### src/rtl/fetch_queue.sv
// Instruction buffer between fetch and decode: first-word fall-through circular queue
// of {instr, pc} pairs with flush support and HALT detection.
module fetch_queue #(
    parameter int               DEPTH      = 4,
    parameter int               WIDTH      = 16,
    parameter logic [WIDTH-1:0] NOP_INSTR  = 16'h0800,
    parameter logic [WIDTH-1:0] HALT_INSTR = 16'h0000
) (
    input  logic                       clk,
    input  logic                       rst,
    input  logic                       in_valid,
    output logic                       in_ready,
    input  logic [WIDTH-1:0]           in_instr,
    input  logic [WIDTH-1:0]           in_pc,
    output logic                       out_valid,
    input  logic                       out_ready,
    output logic [WIDTH-1:0]           out_instr,
    output logic [WIDTH-1:0]           out_pc,
    input  logic                       flush,
    output logic                       halted,
    output logic [$clog2(DEPTH+1)-1:0] count
);

    localparam int PW = $clog2(DEPTH);
    localparam int CW = $clog2(DEPTH + 1);

    logic [WIDTH-1:0] mem_instr [DEPTH];
    logic [WIDTH-1:0] mem_pc    [DEPTH];
    logic [PW-1:0]    head;
    logic [PW-1:0]    tail;
    logic             push;
    logic             pop;

    assign in_ready  = (count < CW'(DEPTH)) && !halted;
    assign out_valid = (count != '0);
    assign push      = in_valid && in_ready && !flush;
    assign pop       = out_valid && out_ready && !flush;

    assign out_instr = out_valid ? mem_instr[head] : NOP_INSTR;
    assign out_pc    = out_valid ? mem_pc[head] : '0;

    // Control state; flush overrides any same-cycle push or pop.
    always_ff @(posedge clk or negedge rst) begin
        if (!rst) begin
            head   <= '0;
            tail   <= '0;
            count  <= '0;
            halted <= 1'b0;
        end else if (flush) begin
            head   <= '0;
            tail   <= '0;
            count  <= '0;
            halted <= 1'b0;
        end else begin
            if (push) begin
                tail <= tail + PW'(1);
                if (in_instr == HALT_INSTR) begin
                    halted <= 1'b1;
                end
            end
            if (pop) begin
                head <= head + PW'(1);
            end
            case ({push, pop})
                2'b10:   count <= count + CW'(1);
                2'b01:   count <= count - CW'(1);
                default: count <= count;
            endcase
        end
    end

    // Entry storage carries no reset; the occupancy count masks stale contents.
    always_ff @(posedge clk) begin
        if (push) begin
            mem_instr[tail] <= in_instr;
            mem_pc[tail]    <= in_pc;
        end
    end

endmodule

### config.mk
export PLATFORM = sky130hd
export DESIGN_NAME = fetch_queue
export DESIGN_NICKNAME = d
export VERILOG_FILES = /design/src/rtl/fetch_queue.sv
export SDC_FILE = /design/constraint.sdc
export NUM_CORES = 1
export LEC_CHECK = 0
export ABC_AREA = 1
export CAP_MARGIN = 20
export CORE_MARGIN = 5
export CORE_UTILIZATION = 40
export CTS_CLUSTER_DIAMETER = 200
export DETAILED_ROUTE_END_ITERATION = 6
export PLACE_DENSITY = 0.63
export SLEW_MARGIN = 20
export SYNTH_ARGS = -nofsm -noshare
export SYNTH_HDL_FRONTEND = slang
export SYNTH_SLANG_ARGS = --single-unit
### constraint.sdc
create_clock -name clk -period 2.66 [get_ports clk]
set_input_delay 0.266 -clock clk [delete_from_list [all_inputs] [get_ports clk]]
set_output_delay 0.266 -clock clk [all_outputs]
set_load 0.05 [all_outputs]
* Word level (Yosys, flattened, before mapping)
Memory sizes are Yosys's and may differ from the RTL's.
Index checks and enable logic that the tools add are counted.
** Storage, ports and cells
- Register bits :: 8
- Latch bits :: 0
- Bits in writable memories :: 128
- Bits in read-only memories :: 0
- Input port bits :: 37
- Output and inout bits :: 38
- Memories :: 2
** Operators by class
- $add $sub $neg :: 4
- Multiply operators :: 0
- Div/mod/pow operators :: 0
- Magnitude comparators :: 1
- Equality and inequality tests :: 2
- Shift operators :: 0
- Muxes and demuxes :: 13
- Bitwise logic cells :: 0
- Reduce and logical (&&, ||, !) cells :: 14
** Memory list
- mem_instr :: depth 4, width 16, read ports 1, clocked after memory_dff 0, write ports 1, RTL line 27 : logic [WIDTH-1:0] mem_instr [DEPTH];
- mem_pc :: depth 4, width 16, read ports 1, clocked after memory_dff 0, write ports 1, RTL line 28 : logic [WIDTH-1:0] mem_pc [DEPTH];
** Operator list (number)
- 2-to-1 mux 16 bit :: 2
- zero test 16 bit :: 1
- 2-to-1 mux 2 bit :: 4
- case mux 3 bit (2 select lines) :: 1
- nonzero test 2 bit :: 3
- nonzero test 3 bit :: 2
- logical AND 1 bit :: 5
- 2-to-1 mux 1 bit :: 5
- adder 2 x 1 -> 2 bit, second input constant :: 2
- adder 3 x 1 -> 3 bit, second input constant :: 1
- less-than comparator 3 bit, second input constant :: 1
- 2-to-1 mux 3 bit :: 1
- subtractor 3 x 1 -> 3 bit, second input constant :: 1
- == test 2 x 1 -> 1 bit, second input constant :: 1
- == test 2 bit, second input constant :: 1
- zero test 1 bit :: 2
- AND reduction 2 bit :: 1

* Longest topological paths before layout
Gate-level depths: netlist of the first run.
- Word-level depth :: 7
- Mapped depth :: 11

* Worst setup path after synthesis of the first run
Ideal clock, no wire load.
- Path kind :: flip-flop to flip-flop
- Start :: reg count[2]
- End :: mem mem_instr[0][0], enable pin
- Setup time :: 0.421 ns
- Arrival time :: 2.632 ns
- Path slack :: -0.393 ns
- Stages on the path, launching flop included :: 4
- Buffers on the path :: 0
- Clock period less this slack :: 3.053 ns
- Path through :: dfrtp_1 -> nor2_4 -> nand3_2 -> nor2_1
** On the way
- Cells in the longest elaborated chain, start to end :: 6
** Ends and longest elaborated chain
- start, declared :: RTL line 21 : output logic [$clog2(DEPTH+1)-1:0] count
- start signal, assigned :: RTL line 65 : 2'b10: count <= count + CW'(1);
- start signal, assigned :: RTL line 66 : 2'b01: count <= count - CW'(1);
- start signal, assigned :: RTL line 67 : default: count <= count;
- less-than comparator 3 bit :: RTL line 34 : assign in_ready = (count < CW'(DEPTH)) && !halted;
- logical AND 1 bit :: RTL line 34
- net in_ready :: RTL line 12 : output logic in_ready,
- logical AND 1 bit (2 in a row) :: RTL line 36 : assign push = in_valid && in_ready && !flush;
- 2-to-1 mux 1 bit :: RTL line 74 : if (push) begin
- 2-to-1 mux 1 bit (implied by the code) :: RTL line 75 : mem_instr[tail] <= in_instr;
- end, declared :: RTL line 27
The timed path passes the listed nets, and every way through them passes these cells.

* Worst setup path in the final report of the first run
- Start :: reg head[0]
- End :: out out_instr[11]
** On the way
- Cells in the longest elaborated chain, start to end :: 2
** Ends and longest elaborated chain
- start, declared :: RTL line 29 : logic [PW-1:0] head;
- start signal, assigned :: RTL line 62 : head <= head + PW'(1);
- memory (4 x 16 bit)
- 2-to-1 mux 16 bit :: RTL line 39 : assign out_instr = out_valid ? mem_instr[head] : NOP_INSTR;
- end, declared :: RTL line 17 : output logic [WIDTH-1:0] out_instr,
Every way passes these cells.

==> results of run 1 <==
==> through the flow <==
stage	instances	setup TNS, ps	hold WS, ps	power (mW)
4_1_cts	731	0	143.8	8.886
2_1_floorplan	460	-50300	-29.59	4.801
6_report	731	0	156.5	8.796
3_5_place_dp	699	0	566.6	6.666
5_1_grt	731	0	169.5	9.182
3_3_place_gp	699	0	565.2	6.635
==> cell usage in the layout, fill, tap and decap left out, drive strengths merged, types with 6 or more instances in the layout <==
master / n
a21oi: 34
inv: 15
edfxtp: 128
nor2: 145
clkbuf: 20
buf: 41
nand2: 30
clkdlybuf4s50: 42
o21ai: 65
clkinvlp: 6
dfrtp: 8
==> worst paths after layout <==
kind,endpoint,depth (start not counted),start
min in group clk,mem_pc[2][0]$_DFFE_PP_,1,in_pc[0]
min,count[0]$_DFFE_PN0P_,1,rst
max reg2reg,mem_pc[1][7]$_DFFE_PP_,4,count[2]$_DFFE_PN0P_
max,out_instr[11],5,head[0]$_DFFE_PN0P_
min reg2reg,count[0]$_DFFE_PN0P_,2,count[0]$_DFFE_PN0P_
max in group asynchronous,head[0]$_DFFE_PN0P_,1,rst
==> where the power goes <==
| part | switching [mW] | leakage (nW) | internal, mW |
|---|---|---|---|
| sequential | 0.0898 | 1.27 | 2.49 |
| combinational | 2.40 | 1.12 | 1.61 |
| clock | 0.839 | 0.258 | 1.37 |
| total | 3.33 | 2.65 | 5.47 |
==> registers in the layout, indices dropped and copies added, names as in the netlist <==
| name | count |
|---|---|
| mem_instr | 64 |
| head | 2 |
| tail | 2 |
| mem_pc | 64 |
| count | 3 |
| halted | 1 |
==> routing by layer <==
| layer | share of wire, % | routed length, um |
|---|---|---|
| met2 | 51 | 6062 |
| met3 | 6.2 | 741 |
| met1 | 42 | 5089 |
| met5 | 0.092 | 11 |
| met4 | 0.60 | 72 |
==> logic make-up after synthesis <==
logic type / count (synthesis) / share of synthesized area (%)
xor+xnor: 1 / 0.1569
simple gates: 179 / 13.27
buf+inv: 39 / 3.787
compound gates: 100 / 9.099
flops: 136 / 72.43
fa+ha+maj: 5 / 1.255
==> cell type report <==
cell class | instances | area (um^2)
repair buffers | 83 | 1195
inverters | 15 | 56.30
fillers | 1190 | 6326
clock inverters | 12 | 128.9
multi-input cells | 285 | 1358
well taps | 180 | 225.2
flip-flops and latches | 136 | 4048
clock buffers | 20 | 436.7
==> what timing repair did <==
item,4_1_cts,5_1_grt
setup buffers,0,0
endpoints found under the hold margin,0,0
setup endpoints to repair,0,17
resized for setup,0,2
==> results.md, run 1 <==
* Outcome: complete, no violations
* I/O Buffers at 74
* Synth area leader: edfxtp_1
* First-pass GRT wire length at 19.52 mm
* Via-to-Cell Ratio at 4.891
* Synth top area cells: edfxtp_1, nor2_1, dfrtp_1
* Total of max-cap violations at 0
* DP Area at 6875 um^2
* Post-synth EDFFs at 128
* Hold Buf Count CTS at 0
* Fin crit share at 94.71%
* Syn Nets at 502
* Final Util at 54.07%
* Initial antenna violation count at 1
* Most frequent cells after synthesis: nor2_1, edfxtp_1, o21ai_0, a21oi_1, o21ai_1
* Type of element launching the critical path: flip-flop
* Initial Utilization at 40.53%
* Top FF cell, synth: edfxtp_1
* Met1 Usage GRT at 19.07%
* CTS tree: done
* Reg2Reg Setup Slack at 760 ps
* Final ANT Viol Nets at 0
* Clock Pin Slew Worst Setup and Hold Paths at 60 ps
* Total congestion overflow at 0
* Met3 Use GR at 4.708%
* Number of synthesis warnings at 0
* Vias at 3575
* Layout area overhead at 33.39%
* Yosys reg bits at 136
* Seq/Total Area, Yosys at 72.43%
* Starting DRT DRC Count at 220
* CTS sink cnt at 136
* CP Buf/Inv Count at 3
* Place WS at 413.3 ps
* Routed length per instance at 16.38 um
* Slew headroom at 55.62%
* CTS Buf Count at 17
* Critical path peak fanout at 52
* DRC errors left at 0
* Post-DP HPWL at 7.499 mm
* Routed Wire Length at 11.98 mm
* Crit-path slowest cell: dfrtp_4
* Final min period at 2519 ps
* Ant. Diodes at 0
* VDD IR max at 0.7142 mV
* Number of failing hold endpoints at the final stage at 0
* Placer congestion estimate at 0.8147
* Yosys cell types at 26
* Most common cell in the synthesized netlist: nor2_1
* Die Wd at 128.1 um
* Die height at 128.1 um
* Rows at 43
* Worst Tran Pin Value at 664.7 ps
* Req. time, crit path at 2390 ps
* Syn Inst Count at 460
* Share of layout cells above drive strength 1 at 16.52%
* Clock Latency Late Sink at 410 ps
* Drt pass-1 iters at 5
* Crit. End Element: output pin
* Root Buffer: clkbuf_16
* Fraction of registers with async set/reset at 5.882%
* IO Count at 75
* GRT Util Overall at 15.47%
* Core Footprint at 13770 um^2
* Final nets at 580
* Largest net degree at the start of global routing at 53
* Critical path's most frequent cell: buf_12
* Slew Viols, Final at 0
* Worst min path class: in -> async
* Busiest layer in global routing: met2
* Global Route met2 Usage at 26.03%
* H-tree Lvls at 4
* Mapped cell area at 5583 um^2
* Worst path cell trace: inv_2 > buf_12 > nor2_1 > o311ai_1 > buf_12
* Worst path arrival time at 2250 ps
* Setup violators final at 0
* Max incr delay on CP at 590 ps
* Final instance area at 7447 um^2
* Avg Cell Area, Syn at 12.14 um^2
* CP Class: reg -> out
* Die ar. at 16420 um^2
* Pwr per Cell Area at 1181 nW/um^2
* Fin Clk Skew at 10.40 ps
* Pleak at 2.646 nW
* CP delay by family, top: buffers and inverters
* Vias in the first global route at 3892
* RSZ-0062 raised after global routing: no
* Clock Path Buffers at 2
* Slack of the critical path at 140.6 ps
* Share of Yosys cell area claimed by the top area cell type at 68.85%
* Fmax at 396.9 MHz
Power figures use the tool's default switching activity.
==> run 2: changes to the inputs <==
CELL_PAD_IN_SITES_DETAIL_PLACEMENT = 0   (was default)
CELL_PAD_IN_SITES_GLOBAL_PLACEMENT = 1   (was default)
PLACE_DENSITY = 0.75   (was 0.63)
SKIP_CTS_REPAIR_TIMING = 1   (was default)
==> run 2 against run 1 <==
Total power fell by 0.92%. Cell count did not move. Highest routed layer is now met4. Critical path type unchanged. Clock skew fell by 6.4 ps. Critical endpoint is now out_instr[12]. Die area did not move. Final area fell by 0.71%. Combinational power barely moved.
==> results.md, run 2 (same netlist as run 1, synthesis figures left out) <==
* Initial Utilization at 40.53%
* Vias at 3597
* Die Wd at 128.1 um
* Root Buffer: clkbuf_16
* Routed Wire Length at 11.97 mm
* Most frequent cells in the layout: nor2_1, edfxtp_1, clkdlybuf4s50_1
* Die ar. at 16420 um^2
* Worst min path class: in -> async
* Final min period at 2460 ps
* Setup TNS at 0 ps
* Clock Pin Slew Worst Setup and Hold Paths at 50 ps
* IO Count at 75
* Sequential power share at 29.2%
* Largest net degree at the start of global routing at 66
* Largest regs: mem_instr: 64 flops, mem_pc: 64 flops, count: 3 flops
* Internal power at 5.425 mW
* Fin Clk Skew at 3.971 ps
* Fmax at 406.5 MHz
* Switch share at 37.76%
* Reg2Reg Setup Slack at 810 ps
* First-pass GRT wire length at 19.29 mm
* CP Class: reg -> out
* Clock Latency Late Sink at 410 ps
* Logic pwr share at 46.1%
* Clock power frac at 24.7%
* Sw power at 3.291 mW
* Type of element launching the critical path: flip-flop
* Final nets at 582
* H-tree Lvls at 4
* Worst Tran Pin Value at 714.4 ps
* Vias in the first global route at 3726
* Clock Path Buffers at 2
* CTS tree: done
* Die height at 128.1 um
* Outcome: complete, no violations
* Commonest non-fill, non-tap cell in the layout: nor2_1
* Rows at 43
* Crit. End Element: output pin
* Total congestion overflow at 0
* Routed length per instance at 16.37 um
* Share of layout cells above drive strength 1 at 16.33%
* Placer congestion estimate at 0.7868
* Core Footprint at 13770 um^2
* Critical path peak fanout at 17
* Req. time, crit path at 2390 ps
* CTS Buf Count at 17
* Via-to-Cell Ratio at 4.921
* CTS sink cnt at 136
* Pwr per Cell Area at 1179 nW/um^2
* GRT Util Overall at 15.39%
* VDD IR max at 0.7722 mV
* Total of max-cap violations at 0
* DRC errors left at 0
* I/O Buffers at 74
* Pleak at 2.657 nW
* Final Util at 53.69%
* Worst path arrival time at 2190 ps
* Setup violators final at 0
* Slew headroom at 52.37%
* Drt pass-1 iters at 4
* Place WS at 483.6 ps
* RSZ-0062 raised after global routing: no
* Slack of the critical path at 200.1 ps
* Starting DRT DRC Count at 288
* Number of failing hold endpoints at the final stage at 0
* Layout area overhead at 32.45%
* Ant. Diodes at 0
* Fin crit share at 92.48%
* Post-DP HPWL at 7.484 mm
* Initial antenna violation count at 0
* Slew Viols, Final at 0
* Final ANT Viol Nets at 0
run 2: path summary, 6_finish.rpt:
check	start	to	depth (start not counted)
max	count[2]$_DFFE_PN0P_	out_instr[12]	6
min	rst	count[2]$_DFFE_PN0P_	1
max reg2reg	count[2]$_DFFE_PN0P_	count[2]$_DFFE_PN0P_	11
min reg2reg	count[0]$_DFFE_PN0P_	count[0]$_DFFE_PN0P_	2
max in group asynchronous	rst	head[0]$_DFFE_PN0P_	1
min in group clk	in_pc[10]	mem_pc[3][10]$_DFFE_PP_	1
run 2: power by group through the flow:
stage | clock network [mW] | registers, mW | logic (mW)
after floorplan | 0 | 2.65 | 2.15
after global placement | 0 | 2.58 | 4.04
after detailed placement | 0 | 2.59 | 4.06
after CTS | 2.19 | 2.55 | 4.08
after global routing | 2.29 | 2.56 | 4.23
final | 2.15 | 2.55 | 4.02
run 2: final cells by class:
type                       count  area (um^2)
multi-input combinational    285         1358
clock inverter                11        108.9
inverter                      15        56.30
timing repair buffer          85         1169
tap                          180        225.2
fill                        1184         6379
clock buffer                  19        432.9
sequential                   136         4045
run 2: worst max-delay path, cell delays in order, from the launching register on:
cell     delay (ps)
dfrtp_1         460
nor2_2          150
nand2_4          90
inv_1           420
buf_4           350
a21oi_1         130
buf_12          180
run 2: metal layers:
metal,GRT usage [%],part of all wire [%]
met1,19.10,44
met2,25.54,51
met3,4.792,4.2
met4,5.306,1.4
met5,0,0
run 2: through the flow:
step | cell area [um^2] | hold WS (ps) | cells | total power, mW
3_5_place_dp | 6853 | 555.7 | 701 | 6.654
2_1_floorplan | 5583 | -29.59 | 460 | 4.801
5_1_grt | 7395 | 176.8 | 731 | 9.084
4_1_cts | 7395 | 143.4 | 731 | 8.818
3_3_place_gp | 6853 | 549.6 | 701 | 6.619
6_report | 7395 | 154.1 | 731 | 8.715
==> run 3: changes to the inputs <==
--- a/config.mk
+++ b/config.mk
@@ -15,4 +15,5 @@
 export DETAILED_ROUTE_END_ITERATION = 6
 export PLACE_DENSITY = 0.75
+export REMOVE_ABC_BUFFERS = 1
 export SKIP_CTS_REPAIR_TIMING = 1
 export SLEW_MARGIN = 20
==> constraint.sdc (replaced) <==
create_clock -name clk -period 2.66 [get_ports clk]
set_input_delay 0.266 -clock clk [delete_from_list [all_inputs] [get_ports clk]]
set_output_delay 0.266 -clock clk [all_outputs]
set_load 0.1 [all_outputs]
==> run 3 against run 2 <==
Die area is the same. Maximum frequency grew 3.6%. Critical endpoint is now out_instr[4]. Cell count grew 0.55%. Non-clock buffer count grew 2. Hold slack lost 7.0 ps. Highest routed layer unchanged.
==> results.md, run 3 (same netlist as run 1, synthesis figures left out) <==
* Outcome: complete, no violations
* Final ANT Viol Nets at 0
* RSZ-0062 raised after global routing: no
* IO Count at 75
* Fillcell total at 1182
* Vias at 3558
* Initial antenna violation count at 0
* Crit. End Element: output pin
* H-tree Lvls at 4
* CTS tree: done
* Vias in the first global route at 3698
* Commonest non-fill, non-tap cell in the layout: nor2_1
* Via-to-Cell Ratio at 4.841
* Worst path arrival time at 2110 ps
* DP Area at 6865 um^2
* Type of element launching the critical path: flip-flop
* Starting DRT DRC Count at 286
* I/O Buffers at 74
* Final instance area at 7420 um^2
* Area occupied by multi-input gates at 1358 um^2
* Rows at 43
* Worst Tran Pin Value at 676.6 ps
* DRC errors left at 0
* Die ar. at 16420 um^2
* Ant. Diodes at 0
* CTS Buf Count at 17
* Root Buffer: clkbuf_16
* Critical path peak fanout at 39
* Initial Utilization at 40.53%
* Clock Pin Slew Worst Setup and Hold Paths at 60 ps
* First-pass GRT wire length at 18.83 mm
* GRT Util Overall at 14.98%
* Final nets at 584
* Clock Path Buffers at 2
* Routed length per instance at 16.13 um
* Routed Wire Length at 11.86 mm
* Fmax at 421.2 MHz
* Largest regs: mem_instr: 64 flops, mem_pc: 64 flops, count: 3 flops
* Drt pass-1 iters at 5
* Core Footprint at 13770 um^2
* Worst min path class: in -> async
* Total of max-cap violations at 0
* Setup violators final at 0
* CTS sink cnt at 136
* Fin crit share at 89.25%
* Sequential cell area at 4045 um^2
* Total congestion overflow at 0
* Share of layout cells above drive strength 1 at 18.56%
* Layout area overhead at 32.90%
* Req. time, crit path at 2390 ps
* Placer congestion estimate at 0.8186
* Post-DP HPWL at 7.607 mm
* CP Class: reg -> out
* Die height at 128.1 um
* Slew headroom at 54.83%
* Die Wd at 128.1 um
* Fin Clk Skew at 7.963 ps
* Number of failing hold endpoints at the final stage at 0
* Clock Latency Late Sink at 410 ps
* Final min period at 2374 ps
* Largest net degree at the start of global routing at 40
* Slew Viols, Final at 0
* Most frequent cells in the layout: nor2_1, edfxtp_1, clkdlybuf4s50_1
## run 3: cell types whose count changed in the layout (fill, tap and decap cells not counted), moves of 2 or more
cell             before  now
clkinvlp_4            1    6
clkbuf_1              2    0
clkinv_2              5    3
clkdlybuf4s50_1      42   36
buf_4                 9   16
inv_6                 0    3
## run 3: worst max-delay path, stage by stage, from the launching register on
cell and delay (ps):
dfrtp_2 400, buf_4 390, nor2_1 90, nor2_1 90
o21ai_0 90, a21oi_1 400, buf_12 230
## run 3: routing by layer
layer  vias up  GRT usage (%)  part of all wire (%)
met1      1691          20.12                    46
met3        10          4.375                   5.7
met2       102          23.32                    47
met4         0          5.306                   1.4
li1       1755              -                     -
met5         -              0                     0
## run 3: cell type report
class	count	area share (%)
repair buffers	87	15.92
multi-input cells	285	18.30
clock inverters	15	1.737
clock buffers	17	5.734
flip-flops and latches	136	54.52
inverters	15	0.7589
well taps	180	3.035
## run 3: path summary, 6_finish.rpt
path	depth (start not counted)	slack, ps	start	endpoint
max in group asynchronous	1	2210	rst	head[0]$_DFFE_PN0P_
max reg2reg	4	780	count[2]$_DFFE_PN0P_	mem_pc[1][8]$_DFFE_PP_
min	1	150	rst	halted$_DFFE_PN0P_
min in group clk	1	510	in_pc[2]	mem_pc[3][2]$_DFFE_PP_
max	6	290	head[0]$_DFFE_PN0P_	out_instr[4]
min reg2reg	2	580	halted$_DFFE_PN0P_	halted$_DFFE_PN0P_
## run 3: through the flow
step           utilization (%)  setup WS [ps]  hold WS, ps  cells  TNS [ps]
6_report                 53.87          285.9        147.1    735         0
5_1_grt                  53.87          90.39        178.4    735         0
4_1_cts                  53.87          261.2        151.7    735         0
3_5_place_dp             49.85          451.6        553.1    703         0
3_3_place_gp             49.85          536.0        554.7    703         0
2_1_floorplan                -          -2825       -29.59    436   -153710
Power of run 3 is not shown: default switching activity piles up to over one toggle a cycle in this logic, so the estimate is an artifact.
